**config.mk**
```make
export PLATFORM = sky130hd
export DESIGN_NAME = if_stage_flat
export DESIGN_NICKNAME = d
export VERILOG_FILES = /design/src/rtl/if_stage_pkg.sv /design/src/rtl/if_stage_if.sv /design/src/rtl/if_stage.sv /design/src/flat_wrapper.sv
export SDC_FILE = /design/constraint.sdc
export NUM_CORES = 1
export LEC_CHECK = 0
export CORE_ASPECT_RATIO = 1.5
export CORE_MARGIN = 2
export CORE_UTILIZATION = 45
export DETAILED_ROUTE_END_ITERATION = 7
export DONT_BUFFER_PORTS = 1
export GPL_TIMING_DRIVEN = 0
export PLACE_DENSITY_LB_ADDON = 0.05
export SLEW_MARGIN = 5
export SYNTH_ARGS = -nofsm -noshare
export SYNTH_HDL_FRONTEND = slang
export SYNTH_SLANG_ARGS = --single-unit
```
**constraint.sdc**
```tcl
create_clock -name clk -period 5.8 [get_ports clk]
set_clock_uncertainty 0.15 [all_clocks]
set_input_delay 1.16 -clock clk [delete_from_list [all_inputs] [get_ports clk]]
set_output_delay 1.16 -clock clk [all_outputs]
set_load 0.02 [all_outputs]
```
**src/rtl/if_stage_pkg.sv**
```systemverilog
// Shared fetch-stage constants: word sizes, state encodings, reset PC, byte-lane helper.
// Latency: n/a (declarations only).
// Backpressure: n/a.
package if_stage_pkg;

  localparam int ADDR_LEN = 32;
  localparam int INST_LEN = 32;

  localparam logic [INST_LEN-1:0] ZERO_WORD = 32'h0000_0000;
  localparam logic [ADDR_LEN-1:0] RESET_PC_DEFAULT = 32'h0000_0000;

  // Two states: FETCH gathers four bytes, HOLD presents the word downstream.
  localparam int IF_STATE_LEN = 1;
  localparam logic [IF_STATE_LEN-1:0] IF_FETCH = 1'b0;
  localparam logic [IF_STATE_LEN-1:0] IF_HOLD  = 1'b1;

  // Replace byte lane idx of a little-endian word.
  function automatic logic [INST_LEN-1:0] set_byte(input logic [INST_LEN-1:0] w,
                                                   input logic [1:0] idx,
                                                   input logic [7:0] b);
    logic [INST_LEN-1:0] r;
    r = w;
    r[{idx, 3'b000} +: 8] = b;
    return r;
  endfunction

endpackage

```
**src/rtl/if_stage_if.sv**
```systemverilog
// Fetch-stage bus bundle: byte memory request/ack side plus IF/ID presentation side.
// Latency: n/a (wires only).
// Backpressure: stall_i holds the presented word; mem_ack_i paces byte fetches.
interface if_stage_if #(
  parameter int ADDR_W = 32
);
  import if_stage_pkg::*;

  logic                stall_i;
  logic                jump_i;
  logic [ADDR_W-1:0]   jump_addr_i;
  logic                mem_req_o;
  logic [ADDR_W-1:0]   mem_addr_o;
  logic                mem_ack_i;
  logic [7:0]          mem_data_i;
  logic                inst_valid_o;
  logic [ADDR_W-1:0]   pc_o;
  logic [INST_LEN-1:0] inst_o;

  // Fetch stage side.
  modport master (
    input  stall_i, jump_i, jump_addr_i, mem_ack_i, mem_data_i,
    output mem_req_o, mem_addr_o, inst_valid_o, pc_o, inst_o
  );

  // Environment side (memory controller, decode, execute).
  modport slave (
    output stall_i, jump_i, jump_addr_i, mem_ack_i, mem_data_i,
    input  mem_req_o, mem_addr_o, inst_valid_o, pc_o, inst_o
  );

endinterface

```
**src/rtl/if_stage.sv**
```systemverilog
// Instruction fetch: assembles 32-bit words from four byte fetches and presents {pc, inst}.
// Latency: >=4 cycles request-to-valid, one word per 5 cycles unstalled.
// Backpressure: stall_i holds the word in HOLD; no ack holds the request; rdy=0 freezes all.
module if_stage
  import if_stage_pkg::*;
#(
  parameter int                 ADDR_W   = 32,
  parameter logic [ADDR_W-1:0]  RESET_PC = RESET_PC_DEFAULT
) (
  input  logic    clk,
  input  logic    rst,
  input  logic    rdy,
  if_stage_if.master bus
);

  logic [IF_STATE_LEN-1:0] state_q, state_d;
  logic [1:0]              byte_idx_q, byte_idx_d;
  logic [ADDR_W-1:0]       pc_q, pc_d;
  logic [INST_LEN-1:0]     buf_q, buf_d;
  logic                    valid_q, valid_d;
  logic [ADDR_W-1:0]       pc_out_q, pc_out_d;
  logic [INST_LEN-1:0]     inst_q, inst_d;

  // Memory request is only live while fetching and the pipeline is running.
  always_comb begin
    bus.mem_req_o  = rdy & ~rst & (state_q == IF_FETCH);
    bus.mem_addr_o = pc_q + {{(ADDR_W-2){1'b0}}, byte_idx_q};
    bus.inst_valid_o = valid_q;
    bus.pc_o       = pc_out_q;
    bus.inst_o     = inst_q;
  end

  // Next-state: redirect wins, then byte collection in FETCH, then consumption in HOLD.
  always_comb begin
    state_d    = state_q;
    byte_idx_d = byte_idx_q;
    pc_d       = pc_q;
    buf_d      = buf_q;
    valid_d    = valid_q;
    pc_out_d   = pc_out_q;
    inst_d     = inst_q;
    if (rdy) begin
      if (bus.jump_i) begin
        // Any ack landing this cycle belongs to the abandoned path and is dropped.
        pc_d       = bus.jump_addr_i;
        byte_idx_d = 2'd0;
        buf_d      = ZERO_WORD;
        valid_d    = 1'b0;
        state_d    = IF_FETCH;
      end else if (state_q == IF_FETCH) begin
        if (bus.mem_ack_i) begin
          buf_d = set_byte(buf_q, byte_idx_q, bus.mem_data_i);
          if (byte_idx_q == 2'd3) begin
            inst_d     = {bus.mem_data_i, buf_q[23:0]};
            pc_out_d   = pc_q;
            valid_d    = 1'b1;
            pc_d       = pc_q + ADDR_W'(4);
            byte_idx_d = 2'd0;
            state_d    = IF_HOLD;
          end else begin
            byte_idx_d = byte_idx_q + 2'd1;
          end
        end
      end else begin
        if (!bus.stall_i) begin
          valid_d = 1'b0;
          state_d = IF_FETCH;
        end
      end
    end
  end

  // State registers with synchronous reset; rdy=0 leaves d equal to q.
  always_ff @(posedge clk) begin
    if (rst) begin
      state_q    <= IF_FETCH;
      byte_idx_q <= 2'd0;
      pc_q       <= RESET_PC;
      buf_q      <= ZERO_WORD;
      valid_q    <= 1'b0;
      pc_out_q   <= '0;
      inst_q     <= ZERO_WORD;
    end else begin
      state_q    <= state_d;
      byte_idx_q <= byte_idx_d;
      pc_q       <= pc_d;
      buf_q      <= buf_d;
      valid_q    <= valid_d;
      pc_out_q   <= pc_out_d;
      inst_q     <= inst_d;
    end
  end

endmodule

```
**src/flat_wrapper.sv**
```systemverilog
// flat-port wrapper written by rule: the top's interface ports become plain ports
module if_stage_flat import if_stage_pkg::*;
#(
  parameter int                 ADDR_W   = 32,
  parameter logic [ADDR_W-1:0]  RESET_PC = RESET_PC_DEFAULT
)
  (clk, rst, rdy, bus_stall_i, bus_jump_i, bus_jump_addr_i, bus_mem_ack_i, bus_mem_data_i, bus_mem_req_o, bus_mem_addr_o, bus_inst_valid_o, bus_pc_o, bus_inst_o);
  if_stage_if #(.ADDR_W(ADDR_W)) bus_i ();
  input  logic clk;
  input  logic rst;
  input  logic rdy;
  input wire logic [$bits(bus_i.stall_i)-1:0] bus_stall_i;
  input wire logic [$bits(bus_i.jump_i)-1:0] bus_jump_i;
  input wire logic [$bits(bus_i.jump_addr_i)-1:0] bus_jump_addr_i;
  input wire logic [$bits(bus_i.mem_ack_i)-1:0] bus_mem_ack_i;
  input wire logic [$bits(bus_i.mem_data_i)-1:0] bus_mem_data_i;
  output wire logic [$bits(bus_i.mem_req_o)-1:0] bus_mem_req_o;
  output wire logic [$bits(bus_i.mem_addr_o)-1:0] bus_mem_addr_o;
  output wire logic [$bits(bus_i.inst_valid_o)-1:0] bus_inst_valid_o;
  output wire logic [$bits(bus_i.pc_o)-1:0] bus_pc_o;
  output wire logic [$bits(bus_i.inst_o)-1:0] bus_inst_o;
  assign bus_i.stall_i = bus_stall_i;
  assign bus_i.jump_i = bus_jump_i;
  assign bus_i.jump_addr_i = bus_jump_addr_i;
  assign bus_i.mem_ack_i = bus_mem_ack_i;
  assign bus_i.mem_data_i = bus_mem_data_i;
  assign bus_mem_req_o = bus_i.mem_req_o;
  assign bus_mem_addr_o = bus_i.mem_addr_o;
  assign bus_inst_valid_o = bus_i.inst_valid_o;
  assign bus_pc_o = bus_i.pc_o;
  assign bus_inst_o = bus_i.inst_o;
  if_stage #(.ADDR_W(ADDR_W), .RESET_PC(RESET_PC)) u_core (.clk(clk), .rst(rst), .rdy(rdy), .bus(bus_i));
endmodule
```
==> Word level (Yosys, flattened, before mapping) <==
Cells that the tools add are included.
{ "word_totals": {"register_bits": 132, "in_bits": 46, "out_inout_bits": 98} }
{ "op_classes": {"add_sub_neg": 4, "n_eq_ne": 3, "n_shift": 2, "n_mux": 22, "n_bitwise": 5, "reduce_logical": 8} }
{ "ops": {"columns": ["op", "count"], "rows": [
  ["$mux W32", 7],
  ["$add A32 B2 Y32", 1],
  ["$add A32 B3 Y32 const B", 1],
  ["$bwmux W32", 1],
  ["$shift A8 B7 Y32 const A", 1],
  ["$shiftx A8 B7 Y32", 1],
  ["$mux W1", 10],
  ["$mux W2", 4],
  ["$reduce_and A4 Y1", 2],
  ["$neg A5 Y7", 1],
  ["$reduce_bool A3 Y1", 2],
  ["$reduce_and A5 Y1", 1],
  ["$reduce_bool A2 Y1", 2],
  ["$ne A3 B3 Y1 const B", 1],
  ["$not A1 Y1", 3],
  ["$reduce_and A3 Y1", 1],
  ["$add A2 B1 Y2 const B", 1],
  ["$and A1 B1 Y1", 2],
  ["$eq A2 B2 Y1 const B", 1],
  ["$ne A2 B2 Y1 const B", 1]
]} }

==> Depth between registers and ports, before layout <==
{ "depth": {"word_depth": 6, "depth_mapped": 8, "depth_no_buf": 7} }

==> Worst setup path after synthesis <==
No wires, ideal clock.
{ "synth_timing": {"path_kind": "input to output", "start": "in rdy", "end": "out bus_mem_req_o", "t_arrival_ns": 2.186, "t_required_ns": 4.490, "slack_ns": 2.304, "cell_stages": 3, "path_buffers": 2, "cell_sequence": "clkbuf_1 -> clkbuf_1 -> nor3b_1"} }
{ "synth_between": {"elab_chain_cells": 2} }
{ "synth_rtl": {"columns": ["element", "line", "text"], "rows": [
  ["start: declaration", "flat_wrapper.sv:11", "input logic rdy;"],
  ["$and A1 B1 Y1 (2 in a row)", "if_stage.sv:26", "bus.mem_req_o = rdy & ~rst & (state_q == IF_FETCH);"],
  ["end: declaration", "flat_wrapper.sv:17", "output wire logic [$bits(bus_i.mem_req_o)-1:0] bus_mem_req_o;"]
]} }
No other way between the ends.

==> Worst setup path in the final report <==
{ "layout_timing": {"start": "reg u_core.pc_q[2]", "end": "out bus_mem_addr_o[26]"} }
{ "layout_between": {"elab_chain_cells": 1} }
{ "layout_rtl": {"columns": ["element", "line", "text"], "rows": [
  ["start: declaration", "if_stage.sv:18", "logic [ADDR_W-1:0] pc_q, pc_d;"],
  ["start signal: assignment", "if_stage.sv:86", "pc_q <= pc_d;"],
  ["$add A32 B2 Y32", "if_stage.sv:27", "bus.mem_addr_o = pc_q + {{(ADDR_W-2){1'b0}}, byte_idx_q};"],
  ["end: declaration", "flat_wrapper.sv:18", "output wire logic [$bits(bus_i.mem_addr_o)-1:0] bus_mem_addr_o;"]
]} }
No other way between the ends.

==> flow_metrics.env <==
export IMPL_num_vias=5768
export IMPL_max_slew_margin_rel_pct=31.6
export IMPL_areaGrowthSynthToFinish_pct=13.5
export IMPL_fillers=1313
export IMPL_drc_errors=0
export IMPL_cp_slowest_cell="nor3_1"
export IMPL_synth_seq_cells=124
export IMPL_synth_edf_count=0
export IMPL_async_reset_ff_share_pct=0
export IMPL_ys_warn_count=0
export IMPL_critical_path_required_ps=4490
export IMPL_setup_violations=0
export IMPL_crit_fanout=7
export IMPL_cts_tree="built"
export IMPL_yosysSeqAreaShare_pct=41.8
export IMPL_rrSetupSlack_ps=2880
export IMPL_cts_buffer_depth=2
export IMPL_syn_area_um2=5930
export IMPL_rows=51
export IMPL_hold_start="u_core.buf_q[4]"
export IMPL_grt_antenna_before_repair=1
export IMPL_min_path_type="reg2reg"
export IMPL_grt_pass1_wl_um=30100
export IMPL_drv_slew=0
export IMPL_hpwl_um=14500
export IMPL_syn_inst=788
export IMPL_arrival_ps=3290
export IMPL_clock_latency_ps=410
export IMPL_maxCapViolations=0
export IMPL_min_delay_path_depth=2
export IMPL_drt_iter0_markers=370
export IMPL_pin_count=144
export IMPL_root_buffer="clkbuf_16"
export IMPL_ys_types=59
export IMPL_period_share_pct=79.3
export IMPL_startpoint_type="register"
export IMPL_dieHeight_um=145
export IMPL_p_total_mw=2.14
export IMPL_numPortBuffers=0
export IMPL_synth_area_leaders="dfxtp_1, nand2_1, a21oi_1, nand3_1, clkbuf_1"
export IMPL_r2r_end="u_core.pc_q[28]"
export IMPL_synth_top_area_share_pct=41.8
export IMPL_busiest_layer="met2"
export IMPL_clock_sinks=124
export IMPL_crit_chain="ha_1 -> nand3_2 -> nor3_1 -> nand2_1 -> nor4b_1 -> xor2_1"
export IMPL_holdPathEnd="u_core.bus.inst_o[4]"
export IMPL_yosysTopAreaCell="dfxtp_1"
export IMPL_first_global_vias=5579
export IMPL_met3_usage_pct=7.25
export IMPL_ff2ff_path_depth=6
export IMPL_grt_overflow=0
export IMPL_gp_congestion=0.919
export IMPL_crit_type="reg2out"
export IMPL_grtUsageMet1_pct=29.6
export IMPL_grt_max_degree=17
export IMPL_rsz0062_at_grt="no"
export IMPL_cts_setup_buffers=0
export IMPL_cts_resized=0
export IMPL_rr_startpoint="u_core.pc_q[2]"
export IMPL_p_per_area_nw_per_um2=317
export IMPL_status="finished, final reports clean"
export IMPL_h_tree_depth=4
export IMPL_numCtsBuffers=17
export IMPL_grt_usage_pct=27.4
export IMPL_start_util_pct=45.8
export IMPL_fin_crit_ps=4600
export IMPL_hold_viol=0
export IMPL_tightest_slew_ps=1020
export IMPL_wl_per_cell_um=19.9
export IMPL_clk_pin_slew_ps=60
export IMPL_avgSynthCellArea_um2=7.53
export IMPL_fmax_ghz=0.217
export IMPL_met2_usage_pct=49.0
export IMPL_syn_nets=843
export IMPL_nNetsFinal=862
export IMPL_core_area_um2=13000
export IMPL_viasPerCell=5.89
export IMPL_p_leak_nw=2.33
export IMPL_final_layout_size_suffix_gt1_share_pct=6.59
export IMPL_drtAntennaViolNets=0
export IMPL_holdBufCountCts=0
export IMPL_die_width_um=97.7
export IMPL_dieArea_um2=14100
export IMPL_synth_flop_cell="dfxtp_1"
export IMPL_finalSetupTns_ps=0
export IMPL_irDropWorstVdd_mv=0.177
export IMPL_drtPass1Iterations=8
export IMPL_crit_path_end_kind="primary output"
export IMPL_routed_wl_um=19500
export IMPL_max_stage_delay_ps=850
-- worst max path at each step --
stage	cells past startpoint	slack [ps]	end	startpoint
after CTS	6	1290	bus_mem_addr_o[26]	u_core.pc_q[2]
after floorplan	3	2300	bus_mem_req_o	rdy
after global routing	6	1040	bus_mem_addr_o[26]	u_core.pc_q[2]
after global placement	6	1760	bus_mem_addr_o[26]	u_core.pc_q[2]
final	6	1200	bus_mem_addr_o[26]	u_core.pc_q[2]
after detailed placement	6	1750	bus_mem_addr_o[26]	u_core.pc_q[2]
-- cells by family after synthesis --
kind of cell,Yosys count,synth area share [%]
AOI/OAI and AO/OA,191,18.7
xor gates and xnor gates,30,4.43
adders and majority gates,9,2.02
buffers and inverters,81,5.72
DFF,124,41.8
muxes,4,0.675
and+or+nand+nor,349,26.6
-- power by group --
part | leakage, nW | switching [mW] | internal [mW]
combinational | 1.04 | 0.113 | 0.0450
sequential | 1.00 | 0.0221 | 0.870
clock | 0.284 | 0.430 | 0.656
total | 2.33 | 0.565 | 1.57
-- cells in the final DEF, fill, tap and decap left out, drive strengths merged, types with 12 or more instances in the layout --
cell type and n:
nand2 203, dfxtp 124, a21oi 109, clkbuf 71
nor2 41, nand3 39, o21ai 26, buf 19
xor2 17, inv 17, xnor2 13, nand4 12
nor4 12
-- flip-flops by register name, summed over array words and instances, names as in the netlist --
register,cells
u_core.state_q,1
u_core.buf_q,24
u_core.pc_q,32
u_core.bus.inst_valid_o,1
u_core.byte_idx_q,2
u_core.bus.inst_o,32
u_core.bus.pc_o,32
-- synth_stat cells, drive strengths merged (9+ instances only) --
| library cell | count |
|---|---|
| nand2 | 203 |
| dfxtp | 124 |
| a21oi | 109 |
| clkbuf | 52 |
| nor2 | 41 |
| nand3 | 39 |
| o21ai | 26 |
| buf | 19 |
| xor2 | 17 |
| xnor2 | 13 |
| nand4 | 12 |
| nor4 | 12 |
| inv | 10 |
| a22oi | 9 |
| a31oi | 9 |
-- cell type report --
class | count | area (µm²) | area share (%)
Buffer | 71 | 302 | 4.48
Antenna cell | 1 | 2.50 | 0.0372
Clock inverter | 13 | 155 | 2.30
Sequential cell | 124 | 2480 | 36.9
Inverter | 10 | 37.5 | 0.558
Tap cell | 159 | 199 | 2.96
Multi-Input combinational cell | 583 | 3110 | 46.2
Clock buffer | 19 | 443 | 6.58
-- worst max-delay path, delay by kind of cell (launching register included) --
family	cells	cell delay, ps
flip-flops	1	350
adder cells (fa/ha/maj)	1	270
XOR/XNOR	1	440
AND/OR/NAND/NOR	4	1820
-- per-layer routing --
metal | up-vias | wire (µm)
met1 | 2755 | 7190
met3 | 56 | 1360
li1 | 2749 | -
met5 | - | 0
met2 | 208 | 10100
met4 | 0 | 904
-- stage by stage --
step                      utilization [%]  area [µm²]  setup WS [ps]  hold slack (ps)  instances
after floorplan                         -        5930           2300              282        788
after global placement               47.3        6130           1760              289        947
after detailed placement             47.3        6130           1750              296        947
after CTS                            51.9        6730           1290              305        979
after global routing                 52.0        6730           1040              328        980
final                                52.0        6730           1200              302        980
Note: power is estimated with default switching activity, not from simulation.
